## src/rtl/vend_pkg.sv

```systemverilog
// Shared definitions for the product dispenser: FSM states, vend command codes,
// refund prices and the stock saturation helper.
package vend_pkg;

  typedef enum logic [2:0] {
    ST_IDLE      = 3'd0,
    ST_CHECK     = 3'd1,
    ST_MOTOR     = 3'd2,
    ST_WAIT_DROP = 3'd3,
    ST_CHANGE    = 3'd4,
    ST_REFUND    = 3'd5,
    ST_DONE      = 3'd6
  } state_e;

  typedef enum logic [1:0] {
    CMD_NONE        = 2'b00,
    CMD_CHOC_A      = 2'b01,
    CMD_CHOC_B      = 2'b10,
    CMD_CHOC_A_RET2 = 2'b11
  } vend_cmd_e;

  localparam logic [3:0] PRICE_A      = 4'd5;
  localparam logic [3:0] PRICE_B      = 4'd10;
  localparam logic [3:0] PRICE_A_RET2 = 4'd12;

  function automatic logic [3:0] refund_price(input vend_cmd_e cmd);
    logic [3:0] price;
    case (cmd)
      CMD_CHOC_A:      price = PRICE_A;
      CMD_CHOC_B:      price = PRICE_B;
      CMD_CHOC_A_RET2: price = PRICE_A_RET2;
      default:         price = 4'd0;
    endcase
    return price;
  endfunction

  // The sum is formed at 5 bits so a 4-bit wrap can never slip under the ceiling.
  function automatic logic [3:0] sat_add(input logic [3:0] stock,
                                         input logic [3:0] qty,
                                         input logic [4:0] ceiling);
    logic [4:0] sum;
    sum = {1'b0, stock} + {1'b0, qty};
    return (sum > ceiling) ? ceiling[3:0] : sum[3:0];
  endfunction

endpackage

```

## src/rtl/vend_timer.sv

```systemverilog
// Loadable down-counter shared by the motor pulse length and the drop timeout.
module vend_timer #(
  parameter int W = 5
) (
  input  logic         clk_i,
  input  logic         srst_i,
  input  logic         load_i,
  input  logic [W-1:0] load_val_i,
  input  logic         dec_i,
  output logic         zero_o
);

  logic [W-1:0] count_q;

  always_ff @(posedge clk_i) begin
    if (srst_i) begin
      count_q <= '0;
    end else if (load_i) begin
      count_q <= load_val_i;
    end else if (dec_i && (count_q != '0)) begin
      count_q <= count_q - 1'b1;
    end
  end

  assign zero_o = (count_q == '0);

endmodule

```

## src/rtl/dispense_controller.sv

```systemverilog
// Two-product dispenser controller: stock check, motor pulse, drop supervision
// with sticky jam, change/refund pulses and in-IDLE restocking.
module dispense_controller
  import vend_pkg::*;
#(
  parameter int MOTOR_CYCLES   = 4,
  parameter int TIMEOUT_CYCLES = 16,
  parameter int STOCK_MAX      = 15
) (
  input  logic       clock,
  input  logic       reset,
  input  logic [1:0] vend_cmd,
  input  logic       drop_sense,
  input  logic       restock_en,
  input  logic       restock_sel,
  input  logic [3:0] restock_qty,
  output logic       motor_a,
  output logic       motor_b,
  output logic       change_2,
  output logic       refund,
  output logic [3:0] refund_amt,
  output logic       done,
  output logic       busy,
  output logic       jam,
  output logic [3:0] stock_a,
  output logic [3:0] stock_b
);

  localparam int TMR_MAX = (MOTOR_CYCLES > TIMEOUT_CYCLES) ? MOTOR_CYCLES : TIMEOUT_CYCLES;
  localparam int TMR_W   = $clog2(TMR_MAX + 1);
  localparam logic [TMR_W-1:0] MOTOR_LOAD   = TMR_W'(MOTOR_CYCLES - 1);
  localparam logic [TMR_W-1:0] TIMEOUT_LOAD = TMR_W'(TIMEOUT_CYCLES - 1);
  localparam logic [4:0] STOCK_CEIL = 5'(STOCK_MAX);

  state_e     state_q;
  vend_cmd_e  cmd_q;
  vend_cmd_e  cmd_in;
  logic       jam_q;
  logic [3:0] stock_q [2];
  logic       sel_b;
  logic [3:0] sel_stock;
  logic       check_fail;

  logic             tmr_load;
  logic [TMR_W-1:0] tmr_load_val;
  logic             tmr_dec;
  logic             tmr_zero;

  assign cmd_in     = vend_cmd_e'(vend_cmd);
  assign sel_b      = (cmd_q == CMD_CHOC_B);
  assign sel_stock  = sel_b ? stock_q[1] : stock_q[0];
  assign check_fail = jam_q || (sel_stock == 4'd0);

  // Index 0 is product A, index 1 is product B.
  genvar gi;
  generate
    for (gi = 0; gi < 2; gi++) begin : g_stock
      localparam logic IS_B = (gi == 1);
      logic [3:0] stk_q;
      logic [3:0] stk_d;

      always_comb begin
        stk_d = stk_q;
        if ((state_q == ST_IDLE) && restock_en && (restock_sel == IS_B)) begin
          stk_d = sat_add(stk_q, restock_qty, STOCK_CEIL);
        end else if ((state_q == ST_CHECK) && !check_fail && (sel_b == IS_B)) begin
          stk_d = stk_q - 4'd1;
        end
      end

      always_ff @(posedge clock) begin
        if (reset) begin
          stk_q <= STOCK_CEIL[3:0];
        end else begin
          stk_q <= stk_d;
        end
      end

      assign stock_q[gi] = stk_q;
    end
  endgenerate

  always_comb begin
    tmr_load     = 1'b0;
    tmr_load_val = '0;
    tmr_dec      = 1'b0;
    case (state_q)
      ST_CHECK: begin
        if (!check_fail) begin
          tmr_load     = 1'b1;
          tmr_load_val = MOTOR_LOAD;
        end
      end
      ST_MOTOR: begin
        if (tmr_zero) begin
          tmr_load     = 1'b1;
          tmr_load_val = TIMEOUT_LOAD;
        end else begin
          tmr_dec = 1'b1;
        end
      end
      ST_WAIT_DROP: tmr_dec = 1'b1;
      default: ;
    endcase
  end

  vend_timer #(
    .W(TMR_W)
  ) u_timer (
    .clk_i      (clock),
    .srst_i     (reset),
    .load_i     (tmr_load),
    .load_val_i (tmr_load_val),
    .dec_i      (tmr_dec),
    .zero_o     (tmr_zero)
  );

  always_ff @(posedge clock) begin
    if (reset) begin
      state_q <= ST_IDLE;
      cmd_q   <= CMD_NONE;
      jam_q   <= 1'b0;
    end else begin
      case (state_q)
        ST_IDLE: begin
          if (cmd_in != CMD_NONE) begin
            cmd_q   <= cmd_in;
            state_q <= ST_CHECK;
          end
        end
        ST_CHECK:  state_q <= check_fail ? ST_REFUND : ST_MOTOR;
        ST_MOTOR:  if (tmr_zero) state_q <= ST_WAIT_DROP;
        ST_WAIT_DROP: begin
          // A drop in the final timeout cycle still counts as a sale.
          if (drop_sense) begin
            state_q <= (cmd_q == CMD_CHOC_A_RET2) ? ST_CHANGE : ST_DONE;
          end else if (tmr_zero) begin
            jam_q   <= 1'b1;
            state_q <= ST_REFUND;
          end
        end
        ST_CHANGE: state_q <= ST_DONE;
        ST_REFUND: state_q <= ST_DONE;
        ST_DONE:   state_q <= ST_IDLE;
        default:   state_q <= ST_IDLE;
      endcase
    end
  end

  assign motor_a    = (state_q == ST_MOTOR) && !sel_b;
  assign motor_b    = (state_q == ST_MOTOR) && sel_b;
  assign change_2   = (state_q == ST_CHANGE);
  assign refund     = (state_q == ST_REFUND);
  assign refund_amt = refund ? refund_price(cmd_q) : 4'd0;
  assign done       = (state_q == ST_DONE);
  assign busy       = (state_q != ST_IDLE);
  assign jam        = jam_q;
  assign stock_a    = stock_q[0];
  assign stock_b    = stock_q[1];

endmodule

```

## config.mk

```make
export PLATFORM = sky130hd
export DESIGN_NAME = dispense_controller
export DESIGN_NICKNAME = d
export VERILOG_FILES = /design/src/rtl/vend_pkg.sv /design/src/rtl/vend_timer.sv /design/src/rtl/dispense_controller.sv
export SDC_FILE = /design/constraint.sdc
export NUM_CORES = 1
export LEC_CHECK = 0
export ABC_AREA = 1
export CAP_MARGIN = 15
export CORE_MARGIN = 4
export CORE_UTILIZATION = 40
export CTS_CLUSTER_DIAMETER = 120
export CTS_CLUSTER_SIZE = 14
export DETAILED_ROUTE_END_ITERATION = 12
export GPL_ROUTABILITY_DRIVEN = 0
export GPL_TIMING_DRIVEN = 0
export PLACE_DENSITY_LB_ADDON = 0.12
export SLEW_MARGIN = 0
export SYNTH_ARGS = -nofsm -noshare
export SYNTH_HDL_FRONTEND = slang
export SYNTH_SLANG_ARGS = --single-unit
```

## constraint.sdc

```tcl
create_clock -name clock -period 2.2 [get_ports clock]
set_input_delay 0.33 -clock clock [delete_from_list [all_inputs] [get_ports clock]]
set_output_delay 0.33 -clock clock [all_outputs]
set_load 0.02 [all_outputs]
```

=== After elaboration in Yosys (flattened, before gate mapping) ===
Index checks and enable logic that the tools add are counted.

* Word-level logic and storage cells: 79
* Register bits: 19
* Input port bits: 11
* Output and inout bits: 19

* Mux-type cells: 26
* Reduce and logical (&&, ||, !) cells: 25
* Equal/unequal tests: 12
* Order comparisons: 2
* Bitwise logic cells: 3
* Add/sub/neg operators: 5

{| class="wikitable"
|+ Operators with widths
! cell !! number
|-
| 4-bit two-way mux || 9
|-
| 3-bit two-way mux || 5
|-
| 3-bit case mux with 5 select lines || 1
|-
| 4-bit case mux with 3 select lines || 1
|-
| 4-bit by 4-bit adder with 5-bit output || 2
|-
| 5-bit by 4-bit > comparator with 1-bit output (second input constant) || 2
|-
| 5-bit two-way mux || 2
|-
| 3-bit == test (second input constant) || 3
|-
| 1-bit logical AND || 9
|-
| 4-bit case mux with 2 select lines || 1
|-
| 2-bit nonzero test || 4
|-
| 4-bit by 1-bit subtractor with 4-bit output (second input constant) || 2
|-
| 3-bit by 2-bit == test with 1-bit output (second input constant) || 2
|-
| 3-bit AND reduction || 2
|-
| 5-bit logical NOT || 1
|-
| 5-bit nonzero test || 1
|-
| 5-bit by 1-bit subtractor with 5-bit output (second input constant) || 1
|-
| 2-bit == test (second input constant) || 2
|-
| 4-bit logical NOT || 1
|-
| 2-bit two-way mux || 2
|-
| 1-bit case mux with 2 select lines || 2
|-
| 3-bit by 1-bit == test with 1-bit output (second input constant) || 1
|-
| 3-bit logical NOT || 1
|-
| 1-bit two-way mux || 3
|-
| 10 further kinds || 13
|}

=== Logic depth before layout (Yosys ltp) ===
* Word-level depth: 9
* Mapped depth: 10
* Mapped depth without buffers: 10

=== Cells and area by module ===
Synthesis repeated with hierarchy kept, for this count alone.

* Cell total of the unflattened synthesis: 254
* Area, all modules: 1626.6 µm²

{| class="wikitable"
|+ Modules (own cells, without submodules)
! module !! area each (µm²) !! instances !! cells each !! seq. area each (µm²)
|-
| dispense_controller || 1278.7 || 1 || 196 || 280.3
|-
| vend_timer || 347.8 || 1 || 58 || 100.1
|}

=== Worst setup path before layout ===
OpenSTA, ideal clock, no wires.

* Path kind: reg2reg
* Start point: register g_stock[1].stk_q[0], in the netlist stock_b[0]
* End point: register g_stock[1].stk_q[2], in the netlist stock_b[2]
* Arrival time: 1713 ps
* Buffers on the path: 0
* Setup time: 67 ps
* Cell stages (with the launch flop): 9
* Clock period less this slack: 1780 ps
* Slack: 420 ps
* Data required time: 2133 ps
* Path through: dfxtp_1 > ha_1 > inv_1 > fa_1 > o21ai_0 > nor2_4 > a22oi_1 > nand2_1 > nand3_1

* Cells in the longest elaborated chain, start to end: 7
* Elaborated cells between the ends (all ways): 13
* Those cells by class: add/sub: 2; order compare: 1; mux: 4; reduce/logical: 6

{| class="wikitable"
|+ RTL lines
! what !! RTL line !! RTL
|-
| start, declared || dispense_controller.sv:59 || <nowiki>logic [3:0] stk_q;</nowiki>
|-
| start signal, assigned || dispense_controller.sv:73 || <nowiki>stk_q <= STOCK_CEIL[3:0];</nowiki>
|-
| start signal, assigned || dispense_controller.sv:75 || <nowiki>stk_q <= stk_d;</nowiki>
|-
| branches (longest 7 deep; another with 4-bit by 4-bit adder with 5-bit output) || -- ||
|}

Several ways; the timed one is not identified. The select of a mux whose other input is x is not followed.
A chain may end at the register's enable or synchronous reset.

=== Worst setup path after layout ===
* Start point: register state_q[2]
* End point: output refund

* Cells in the longest elaborated chain, start to end: 1

{| class="wikitable"
|+ RTL lines
! what !! RTL line !! RTL
|-
| start, declared || dispense_controller.sv:35 || <nowiki>state_e state_q;</nowiki>
|-
| start signal, assigned || dispense_controller.sv:131 || <nowiki>ST_CHECK: state_q <= check_fail ? ST_REFUND : ST_MOTOR;</nowiki>
|-
| start signal, assigned || dispense_controller.sv:136 || <nowiki>state_q <= (cmd_q == CMD_CHOC_A_RET2) ? ST_CHANGE : ST_DONE;</nowiki>
|-
| 3-bit == test || dispense_controller.sv:153 || <nowiki>assign refund = (state_q == ST_REFUND);</nowiki>
|-
| end, declared || dispense_controller.sv:20 || <nowiki>output logic refund,</nowiki>
|}

Every way passes these cells.

==> metrics.md <==
| Metric | Value |
|---|---|
| Sequential fraction of design power | `24.2%` |
| Initial antenna violation count | `0` |
| Syn Nets | `247` |
| CTS tree | `yes` |
| Cell area after synthesis | `1644 sq um` |
| Final routed DRC violation total | `0` |
| Leading cell types in the layout, fill and taps excluded | `nand2_1 (36), inv_1 (28), clkdlybuf4s50_1 (22)` |
| RSZ-0062 raised after global routing | `false` |
| Tcrit/Tclk final | `91.44%` |
| Number of H-tree branching levels | `1` |
| Startpoint class of the critical path | `flop` |
| CP Capture Type | `output pin` |
| Max transition margin | `63.72%` |
| Final nets | `280` |
| Asr flop ratio synth | `0%` |
| Logic gate share of total power | `66.1%` |
| Total core area | `4000 sq um` |
| Commonest non-fill, non-tap cell in the layout | `nand2_1` |
| Mapped Cells | `222` |
| Initial core utilization | `41.10%` |
| Static leakage | `1.034 nW` |
| Least-Margin Pin Slew | `0.5442 ns` |
| Power density over cell area | `1252 nW/um^2` |
| Clock group share of total power | `9.7%` |
| Worst R2R Setup Slack | `0.33 ns` |
| Clock Pin Slew Worst Setup and Hold Paths | `0.07 ns` |
| R2R cell count | `8` |
| Longest Clk Path Bufs | `2` |
| # diodes | `0` |
| Routed Antenna Nets | `0` |
| R2r startpoint | `stock_a[0]` |
| Maximum operating frequency | `497.1 MHz` |
| Vias in the first global route | `1387` |
| Worst-Skew Late Latency | `0.26 ns` |
| Via count | `1503` |
| Hold Crit Class | `flop to flop` |
| Worst hold path depth | `2` |
| Share of layout cells above drive strength 1 | `18.11%` |
| Final Hold Viols | `0` |
| PortBufs | `28` |
| Die ar. | `5200 sq um` |
| Max Slew Vio Count | `0` |
| Per-cell routed wire length | `11.60 microns` |
| Avg Cell Area, Syn | `7.406 sq um` |
| Internal power | `1.288 mW` |
| EDFF count, synth | `0` |
| Worst reg2reg path endpoint | `stock_a[1]` |
| Remaining global-route overflow | `0` |
| Total GRT Usage | `14.64%` |
| Setup tns final | `0 ns` |
| Hold Crit Endpoint | `cmd_q[0]` |
| HP Start | `cmd_q[0]` |
| Area growth, synth to finish | `23.97%` |
| Req. time, crit path | `1.87 ns` |
| Cell Rows | `23` |
| Synth warnings | `0` |
| Setup violations, final | `0` |
| First-pass GRT wire length | `6.009 mm` |
| Worst setup margin | `0.1883 ns` |
| Total CTS buffers | `3` |
| Post-DP HPWL | `2.814 mm` |
| Distinct cells, synth | `35` |
| Place WS | `-0.08307 ns` |
| Sequential area share after synthesis | `23.14%` |
| DIE HEIGHT | `72.11 microns` |
| Critical path arrival | `1.68 ns` |
| Vias/cell | `4.944` |
| Most used flip-flop cell after synthesis | `dfxtp_1` |
| Ports | `30` |
| CP max FO | `4` |
| Die width | `72.11 microns` |
| CTS Hold Buffers Added | `0` |
| Critical path type | `flop to output pin` |
| Switching share of power | `49.50%` |
| Root buf cell | `clkbuf_8` |
| Max rail drop VDD | `0.0006382 V` |
| Router iterations before antenna repair | `4` |
| Largest net degree at the start of global routing | `12` |
| Post-layout minimum cycle time | `2.012 ns` |
| Number of DRC violations after detailed-routing iteration 0 | `52` |
| Total wire length | `3.527 mm` |
| Skew final | `0.006992 ns` |
| Status | `complete, no violations` |
| Net Sw Power | `1.263 mW` |
| Register bit total from synthesis | `19` |
| Sink Count | `19` |
| Max Cap Viol | `0` |
[per-layer routing]
layer  share of wire (%)  track usage [%]
met3                 4.3            2.632
met5                   0                0
met1                  48            18.81
met2                  45            23.66
met4                 1.8            6.889
[Yosys cell counts, types with 2 or more instances]
master	count	area, sq um
a21oi_1	12	60.06
a21oi_2	3	26.28
a22oi_1	4	30.03
clkinv_1	2	7.510
dfxtp_1	19	380.4
fa_1	2	40.04
ha_1	12	150.1
inv_1	28	105.1
inv_2	6	22.52
nand2_1	36	135.1
nand2_2	6	37.54
nand2_4	2	22.52
nand3_1	21	105.1
nand3_4	3	52.55
nand4_1	4	25.02
nand4_2	2	25.02
nor2_1	20	75.07
nor2_2	6	37.54
nor2_4	5	56.30
nor3_1	2	10.01
o21ai_0	2	10.01
o21ai_1	3	15.01
xnor2_1	4	35.03
xor2_1	7	61.31
[power groups by stage]
stage / registers, mW / logic (mW) / clock network [mW]
floorplan: 0.660 / 1.25 / 0
global placement: 0.626 / 1.69 / 0
detailed placement: 0.623 / 1.71 / 0
CTS: 0.618 / 1.71 / 0.255
global route: 0.642 / 1.91 / 0.272
finish: 0.616 / 1.69 / 0.247
[metrics by stage]
step                      hold slack [ns]  power (mW)  std cells  cell area [sq um]  util [%]
after floorplan                    0.4627       1.906        222               1644         -
after global placement             0.4757       2.319        300               1987     49.67
after detailed placement           0.4814       2.330        300               1987     49.67
after CTS                          0.4931       2.582        304               2031     50.77
after global routing               0.5397       2.823        304               2038     50.95
final                              0.4918       2.551        304               2038     50.95
[layout make-up]
class / instances / area, sq um
Buffer: 2 / 15.01
Timing Repair Buffer: 28 / 284.0
Inverter: 38 / 146.4
Multi-Input combinational cell: 163 / 1102
Clock inverter: 1 / 5.005
Fill cell: 426 / 1962
Tap cell: 50 / 62.56
Sequential cell: 19 / 381.6
Clock buffer: 3 / 41.29
[cell families after synthesis]
logic type | share of synthesized area [%]
compound gates | 9.514
buf+inv | 9.817
flops | 23.14
xor+xnor | 5.860
simple gates | 40.11
fa+ha+maj | 11.57
[sequential cells by signal, indices dropped and copies added (netlist names)]
signal and cells:
jam 1, stock_a 4, state_q 3, u_timer.count_q 5, cmd_q 2, stock_b 4
[how the worst max path moves through the flow]
stage          slack (ns)       endpoint      startpoint  depth (start not counted)
6_report             0.19         refund      state_q[2]                          5
5_1_grt              0.01     stock_a[1]  restock_qty[0]                          9
4_1_cts              0.01  refund_amt[1]      state_q[2]                          7
3_5_place_dp        -0.08     stock_a[1]  restock_qty[0]                          9
3_3_place_gp        -0.09     stock_a[1]  restock_qty[0]                          9
2_1_floorplan        0.42     stock_b[2]      stock_b[0]                          8
[worst max-delay path, cell delays in order (launching register included)]
cell	delay [ns]
dfxtp_2	0.42
inv_1	0.07
nor2_1	0.13
inv_1	0.10
nor2_2	0.10
clkdlybuf4s50_1	0.61
[what timing repair did]
item	CTS	global route
setup endpoints to repair	6	3
resized for setup	4	3
pin swaps	0	0
buffers inserted	0	0
No activity file was read; power rests on OpenSTA's default activity.
